[src/rtl/reu_xfer_ctrl.sv]
// REU transfer controller: arms on a command, takes the C64 bus via DMA and
// sequences byte cycles, length counting, autoload and status flags.
module reu_xfer_ctrl #(
  parameter int LEN_W = 16
) (
  input  logic             PHI2,
  input  logic             nRESET,
  input  logic             Execute,
  input  logic             Immediate,
  input  logic             FF00Wr,
  input  logic             BA,
  input  logic [1:0]       XferType,
  input  logic             Autoload,
  input  logic             LenLoad,
  input  logic [LEN_W-1:0] LenIn,
  input  logic             Equal,
  input  logic             StatusRd,
  output logic             DMA,
  output logic             DMARW,
  output logic             RAMRD,
  output logic             RAMWR,
  output logic             NextCA,
  output logic             NextREUA,
  output logic             ExecClr,
  output logic             RegReset,
  output logic             XferEnd,
  output logic             VerifyErr,
  output logic [LEN_W-1:0] LenCnt
);

  localparam logic [1:0] XT_C64_TO_REU = 2'b00;
  localparam logic [1:0] XT_REU_TO_C64 = 2'b01;
  localparam logic [1:0] XT_SWAP       = 2'b10;
  localparam logic [1:0] XT_VERIFY     = 2'b11;

  localparam logic [LEN_W-1:0] LEN_ONE  = LEN_W'(1);
  localparam logic [LEN_W-1:0] LEN_ONES = '1;

  typedef enum logic [2:0] {
    S_IDLE,
    S_ARMED,
    S_START,
    S_XFER,
    S_SWAPB,
    S_DONE
  } state_t;

  state_t           state_reg;
  logic [LEN_W-1:0] len_cnt_reg;
  logic [LEN_W-1:0] len_copy_reg;
  logic             xfer_end_reg;
  logic             verify_err_reg;

  logic advance;
  logic last_byte;
  logic verify_fail;
  logic start_entry;
  logic len_load_ok;

  // A byte "advances" when both address counters step; that is also the
  // only cycle the length counter moves and termination is evaluated.
  assign advance = BA && ((state_reg == S_XFER && XferType != XT_SWAP) ||
                          state_reg == S_SWAPB);
  assign last_byte   = (len_cnt_reg == LEN_ONE);
  assign verify_fail = BA && state_reg == S_XFER && XferType == XT_VERIFY && !Equal;
  assign start_entry = Execute && ((state_reg == S_IDLE && Immediate) ||
                                   (state_reg == S_ARMED && FF00Wr));
  assign len_load_ok = LenLoad && (state_reg == S_IDLE || state_reg == S_ARMED);

  always_comb begin
    DMARW    = 1'b1;
    RAMRD    = 1'b0;
    RAMWR    = 1'b0;
    NextCA   = 1'b0;
    NextREUA = 1'b0;
    if (state_reg == S_XFER && BA) begin
      case (XferType)
        XT_C64_TO_REU: begin
          RAMWR    = 1'b1;
          NextCA   = 1'b1;
          NextREUA = 1'b1;
        end
        XT_REU_TO_C64: begin
          DMARW    = 1'b0;
          RAMRD    = 1'b1;
          NextCA   = 1'b1;
          NextREUA = 1'b1;
        end
        XT_SWAP: begin
          // First half of a swap: latch both bytes, addresses stay put.
          RAMRD = 1'b1;
        end
        default: begin
          RAMRD    = 1'b1;
          NextCA   = 1'b1;
          NextREUA = 1'b1;
        end
      endcase
    end else if (state_reg == S_SWAPB && BA) begin
      DMARW    = 1'b0;
      RAMWR    = 1'b1;
      NextCA   = 1'b1;
      NextREUA = 1'b1;
    end
  end

  assign DMA       = (state_reg == S_START) || (state_reg == S_XFER) || (state_reg == S_SWAPB);
  assign ExecClr   = (state_reg == S_DONE);
  assign RegReset  = (state_reg == S_DONE) && Autoload;
  assign XferEnd   = xfer_end_reg;
  assign VerifyErr = verify_err_reg;
  assign LenCnt    = len_cnt_reg;

  always_ff @(negedge PHI2 or negedge nRESET) begin
    if (!nRESET) begin
      state_reg <= S_IDLE;
    end else begin
      case (state_reg)
        S_IDLE: begin
          if (Execute) state_reg <= Immediate ? S_START : S_ARMED;
        end
        S_ARMED: begin
          // A cancelled command takes precedence over a trigger in the same cycle.
          if (!Execute)    state_reg <= S_IDLE;
          else if (FF00Wr) state_reg <= S_START;
        end
        S_START: state_reg <= S_XFER;
        S_XFER: begin
          if (BA) begin
            if (XferType == XT_SWAP)              state_reg <= S_SWAPB;
            else if (last_byte || verify_fail)    state_reg <= S_DONE;
          end
        end
        S_SWAPB: begin
          if (BA) state_reg <= last_byte ? S_DONE : S_XFER;
        end
        S_DONE:  state_reg <= S_IDLE;
        default: state_reg <= S_IDLE;
      endcase
    end
  end

  always_ff @(negedge PHI2 or negedge nRESET) begin
    if (!nRESET) begin
      len_cnt_reg  <= LEN_ONES;
      len_copy_reg <= LEN_ONES;
    end else if (state_reg == S_DONE && Autoload) begin
      len_cnt_reg <= len_copy_reg;
    end else if (advance) begin
      // Wraps modulo 2^LEN_W, so a loaded 0 yields a full 2^LEN_W block.
      len_cnt_reg <= len_cnt_reg - LEN_ONE;
    end else if (len_load_ok) begin
      len_cnt_reg  <= LenIn;
      len_copy_reg <= LenIn;
    end
  end

  // Set events win over a coincident status read.
  always_ff @(negedge PHI2 or negedge nRESET) begin
    if (!nRESET) begin
      xfer_end_reg   <= 1'b0;
      verify_err_reg <= 1'b0;
    end else begin
      if (advance && last_byte)          xfer_end_reg <= 1'b1;
      else if (StatusRd || start_entry)  xfer_end_reg <= 1'b0;

      if (verify_fail)                   verify_err_reg <= 1'b1;
      else if (StatusRd || start_entry)  verify_err_reg <= 1'b0;
    end
  end

endmodule

[config.mk]
export PLATFORM = sky130hd
export DESIGN_NAME = reu_xfer_ctrl
export DESIGN_NICKNAME = d
export VERILOG_FILES = /design/src/rtl/reu_xfer_ctrl.sv
export SDC_FILE = /design/constraint.sdc
export NUM_CORES = 1
export LEC_CHECK = 0
export BUFFER_PORTS_ARGS = -buffer_cell sky130_fd_sc_hd__buf_2
export CORE_UTILIZATION = 53
export CTS_CLUSTER_SIZE = 24
export DETAILED_ROUTE_END_ITERATION = 8
export GPL_TIMING_DRIVEN = 0
export PLACE_DENSITY_LB_ADDON = 0.2
export REMOVE_ABC_BUFFERS = 1
export SYNTH_ARGS = -nofsm -noshare
export SYNTH_HDL_FRONTEND = slang
export SYNTH_SLANG_ARGS = --single-unit
[constraint.sdc]
create_clock -name PHI2 -period 2.5 [get_ports PHI2]
set_input_delay 0.5 -clock PHI2 [delete_from_list [all_inputs] [get_ports PHI2]]
set_output_delay 0.5 -clock PHI2 [all_outputs]
set_load 0.01 [all_outputs]
; Word level (Yosys, flattened, before mapping)
; Cells that the tools add are included.
; W data, S select, Z words.
[op_classes]
addsub = 1
n_eq_ne = 15
n_mux = 26
bitwise_logic = 2
n_reduce_logical = 27
[ops]
columns = op, n
row1 = $mux W16, 3
row2 = $mux W3, 8
row3 = $eq A16 B1 Y1 const B, 1
row4 = $sub A16 B1 Y16 const B, 1
row5 = $pmux W3 S5, 1
row6 = $mux W1, 13
row7 = $logic_and A1 B1 Y1, 12
row8 = $ne A2 B2 Y1 const B, 4
row9 = $logic_or A1 B1 Y1, 7
row10 = $eq A3 B2 Y1 const B, 2
row11 = $eq A3 B3 Y1 const B, 2
row12 = $reduce_and A5 Y1, 1
row13 = $eq A2 B2 Y1 const B, 2
row14 = $reduce_bool A2 Y1, 2
row15 = $eq A3 B1 Y1 const B, 1
row16 = $logic_not A3 Y1, 1
row17 = $ne A3 B1 Y1 const B, 1
row18 = $ne A3 B3 Y1 const B, 1
row19 = $reduce_and A3 Y1, 1
row20 = $reduce_bool A3 Y1, 1
row21 = $eq A2 B1 Y1 const B, 1
row22 = $logic_not A2 Y1, 1
row23 = $mux W2, 1
row24 = $not A1 Y1, 2
row25 = $logic_not A1 Y1, 1
[word_totals]
register_bits = 37
inputBits = 28
out_inout_bits = 26
wordCells = 76

; Depth between registers and ports, before layout
[depth]
word_depth = 9
ltp_mapped = 9
depth_no_buf = 7

==> impl_metrics.tcl <==
set metrics [dict create \
    dp_cells 363 \
    hpwlAfterDp_um 3700 \
    relSlewSlack_pct 43.5 \
    ys.flop_type "dfstp_2" \
    p_sw_mw 1.74 \
    maxCapViolCount 0 \
    antenna_found_initial 0 \
    cp_data_required_time_ps 2000 \
    wl_per_cell_um 15.8 \
    routed_wl_um 7080 \
    clk_latency_ps 370 \
    violations "setup timing" \
    dr.pass1.iters 4 \
    synth_edf_count 0 \
    fillCellCount 246 \
    syn_inst 275 \
    fin_util_pct 82.2 \
    status "complete, but fails checks" \
    fin_skew_ps 73.5 \
    ios 54 \
    overflow 0 \
    hold_violations 0 \
    worstMarginPinSlew_ps 847 \
    grt_setup_unrepaired "true" \
    core-area_sq_um 4030 \
    h-tree-depth 2 \
    clkPwrFrac_pct 16.8 \
    ant_nets 0 \
    vias 2618 \
    areaGrowthSynthToFinish_pct 48.4 \
    cts_hold_buffers 0 \
    die_h_um 66.9 \
    syn-cell-area_sq_um 2230 \
    swShare_pct 40.8 \
    ys_seq_area_share_pct 43.3 \
    cts_tree "yes" \
    clkTransAtPathRegs_ps 50 \
    drive_above_1_share_pct 41.1 \
    stdcell_count 447 \
    leakagePower_nw 1.64 \
    yosys.area.top_type "dfstp_2" \
    fin_nets 426 \
    drc 0 \
    crit_type "flip-flop to output pin" \
    start_util_pct 55.4 \
    worstPathArrival_ps 2850 \
    grt_max_degree 38 \
    irDropWorstVdd_mv 0.811 \
    seq_power_share_pct 29.6 \
    synthTopCellsByArea "dfstp_2 (38%), nand2_1 (11%), dfrtn_1 (5.6%)" \
    n_antenna_cell 0 \
    final.setup.worst_slack_ps -852 \
    cts_made_buffers 5 \
    slew_violations 0 \
    synth.ff_latch_count 37 \
    synthDistinctLibCells 49 \
    hp-class "flip-flop to flip-flop" \
    cts_buffer_depth 2 \
    finalSetupViolations 43 \
    critical_path.max_fanout 5 \
    ys_warn_count 0 \
    grt_pass1_vias 2302 \
    critPathCaptureType "output pin" \
    numPortBuffers 53 \
    power.internal_mw 2.53 \
    die_w_um 66.9 \
    dieArea_sq_um 4470 \
    start_kind "flip-flop" \
    globalplace.congestion 0.880 \
    pwr-share-comb_pct 53.6 \
    vias_per_cell 5.86 \
    synthArstFlopShare_pct 100 \
    cts.sinks 37 \
    synth_area_per_cell_sq_um 8.12 \
    rows 23 \
    synth_top_area_share_pct 37.7 \
    grt_pass1_wl_um 10400 \
    drtIter0Drc 216 \
    cts-root-buf "clkbuf_8" \
    grt.total_usage_pct 30.8 \
    power_density_nw_per_um2 1290 \
]
-- placed cells by master (no fill, tap or decap), types with 3 or more instances in the layout --
cell type	count
inv_1	40
nor3_4	3
nand2_1	66
nor2_1	23
dfstp_2	32
nor3_1	12
o22ai_1	6
buf_4	42
buf_6	24
a21oi_1	15
buf_2	33
nor4_1	3
or3_1	3
o21ai_2	3
clkbuf_8	5
nand2b_1	3
o31ai_1	3
o21ai_0	13
o21ai_1	5
dfrtn_1	5
or4_1	3
a211oi_1	3
-- power groups by stage --
stage	Combinational [mW]	Sequential, mW	Clock [mW]
6_report	2.29	1.27	0.720
5_1_grt	2.51	1.30	0.804
4_1_cts	2.05	1.25	0.716
3_5_place_dp	1.35	1.39	0.0806
3_3_place_gp	1.30	1.37	0.0806
2_1_floorplan	0.893	1.37	0.0806
-- through the flow --
stage	cell area [sq um]	TNS [ps]	total power, mW	hold slack, ps	setup slack [ps]
after global routing	3310	-21090	4.61	468	-914
after CTS	3130	-18060	4.02	456	-805
after floorplan	2160	-35960	2.34	435	-1310
after detailed placement	2520	-33060	2.83	434	-1420
after global placement	2490	-72270	2.75	424	-2410
final	3310	-18140	4.28	453	-852
-- per-layer routing --
metal	up-vias	global-route usage (%)	share of wire, %
met3	16	5.82	6.2
met2	120	51.1	50
met4	0	12.5	1.7
met1	1265	38.8	42
met5	-	0	0
li1	1217	-	-
-- cell type report --
class | count | area [sq um] | area share, %
Clock buffer | 6 | 72.6 | 2.19
Clock inverter | 34 | 154 | 4.65
Inverter | 9 | 41.3 | 1.25
Multi-Input combinational cell | 211 | 1260 | 38.1
Sequential cell | 37 | 966 | 29.2
Tap cell | 50 | 62.6 | 1.89
Timing Repair Buffer | 99 | 751 | 22.7
Timing Repair inverter | 1 | 5.00 | 0.151
-- kinds of logic (layout without fill, tap and decap cells) --
| logic type | count (synthesis) | after routing | synth area share (%) |
|---|---|---|---|
| and+or+nand+nor | 136 | 136 | 29.0 |
| AOI/OAI and AO/OA | 68 | 68 | 19.7 |
| DFF | 37 | 37 | 43.3 |
| buffers and inverters | 27 | 149 | 4.88 |
| xor gates and xnor gates | 3 | 3 | 1.18 |
| adders and majority gates | 2 | 2 | 1.12 |
| muxes | 2 | 2 | 0.897 |
-- worst paths after layout --
| kind | end | start | depth (start not counted) | slack [ps] |
|---|---|---|---|---|
| worst min register to register | len_copy_reg[5] | len_copy_reg[5] | 2 | 450 |
| max in group asynchronous | state_reg[0] | nRESET | 1 | 500 |
| worst max register to register | state_reg[1] | LenCnt[2] | 6 | 170 |
| worst max-delay path | RegReset | state_reg[2] | 5 | -850 |
| min in group asynchronous | VerifyErr | nRESET | 1 | 1450 |
| worst min-delay path | len_copy_reg[5] | len_copy_reg[5] | 2 | 450 |
-- synthesized netlist by cell type (2+ instances only) --
| cell type | number |
|---|---|
| clkbuf_1 | 11 |
| a21oi_1 | 16 |
| nor2_1 | 24 |
| or4_1 | 4 |
| nand2b_1 | 3 |
| a211oi_1 | 3 |
| o21ai_0 | 20 |
| o311ai_0 | 2 |
| or3b_2 | 2 |
| mux2i_1 | 2 |
| nor2b_1 | 2 |
| a31oi_1 | 3 |
| nor3_1 | 15 |
| xor2_1 | 2 |
| o22ai_1 | 6 |
| a22oi_1 | 2 |
| nand2_1 | 68 |
| nor3b_1 | 2 |
| a22o_1 | 2 |
| buf_1 | 2 |
| buf_2 | 3 |
| dfstp_2 | 32 |
| o211ai_1 | 2 |
| or3_1 | 3 |
| o31ai_1 | 3 |
| ha_1 | 2 |
| dfrtn_1 | 5 |
| inv_1 | 10 |
| o22a_1 | 2 |
| nor4_1 | 3 |
-- critical path: stages, from the launching register on --
cell and delay (ps):
dfrtn_1 480, buf_4 140, buf_6 80, nand4b_1 230, clkinvlp_4 260, buf_6 120
-- timing repair --
action	in CTS	in global routing
pin swaps	3	3
gates resized for setup	30	25
gates cloned	0	1
endpoints found under the hold margin	0	0
endpoints found under the setup margin	43	57
setup buffers	32	12
Note: power is estimated with default switching activity, not from simulation.
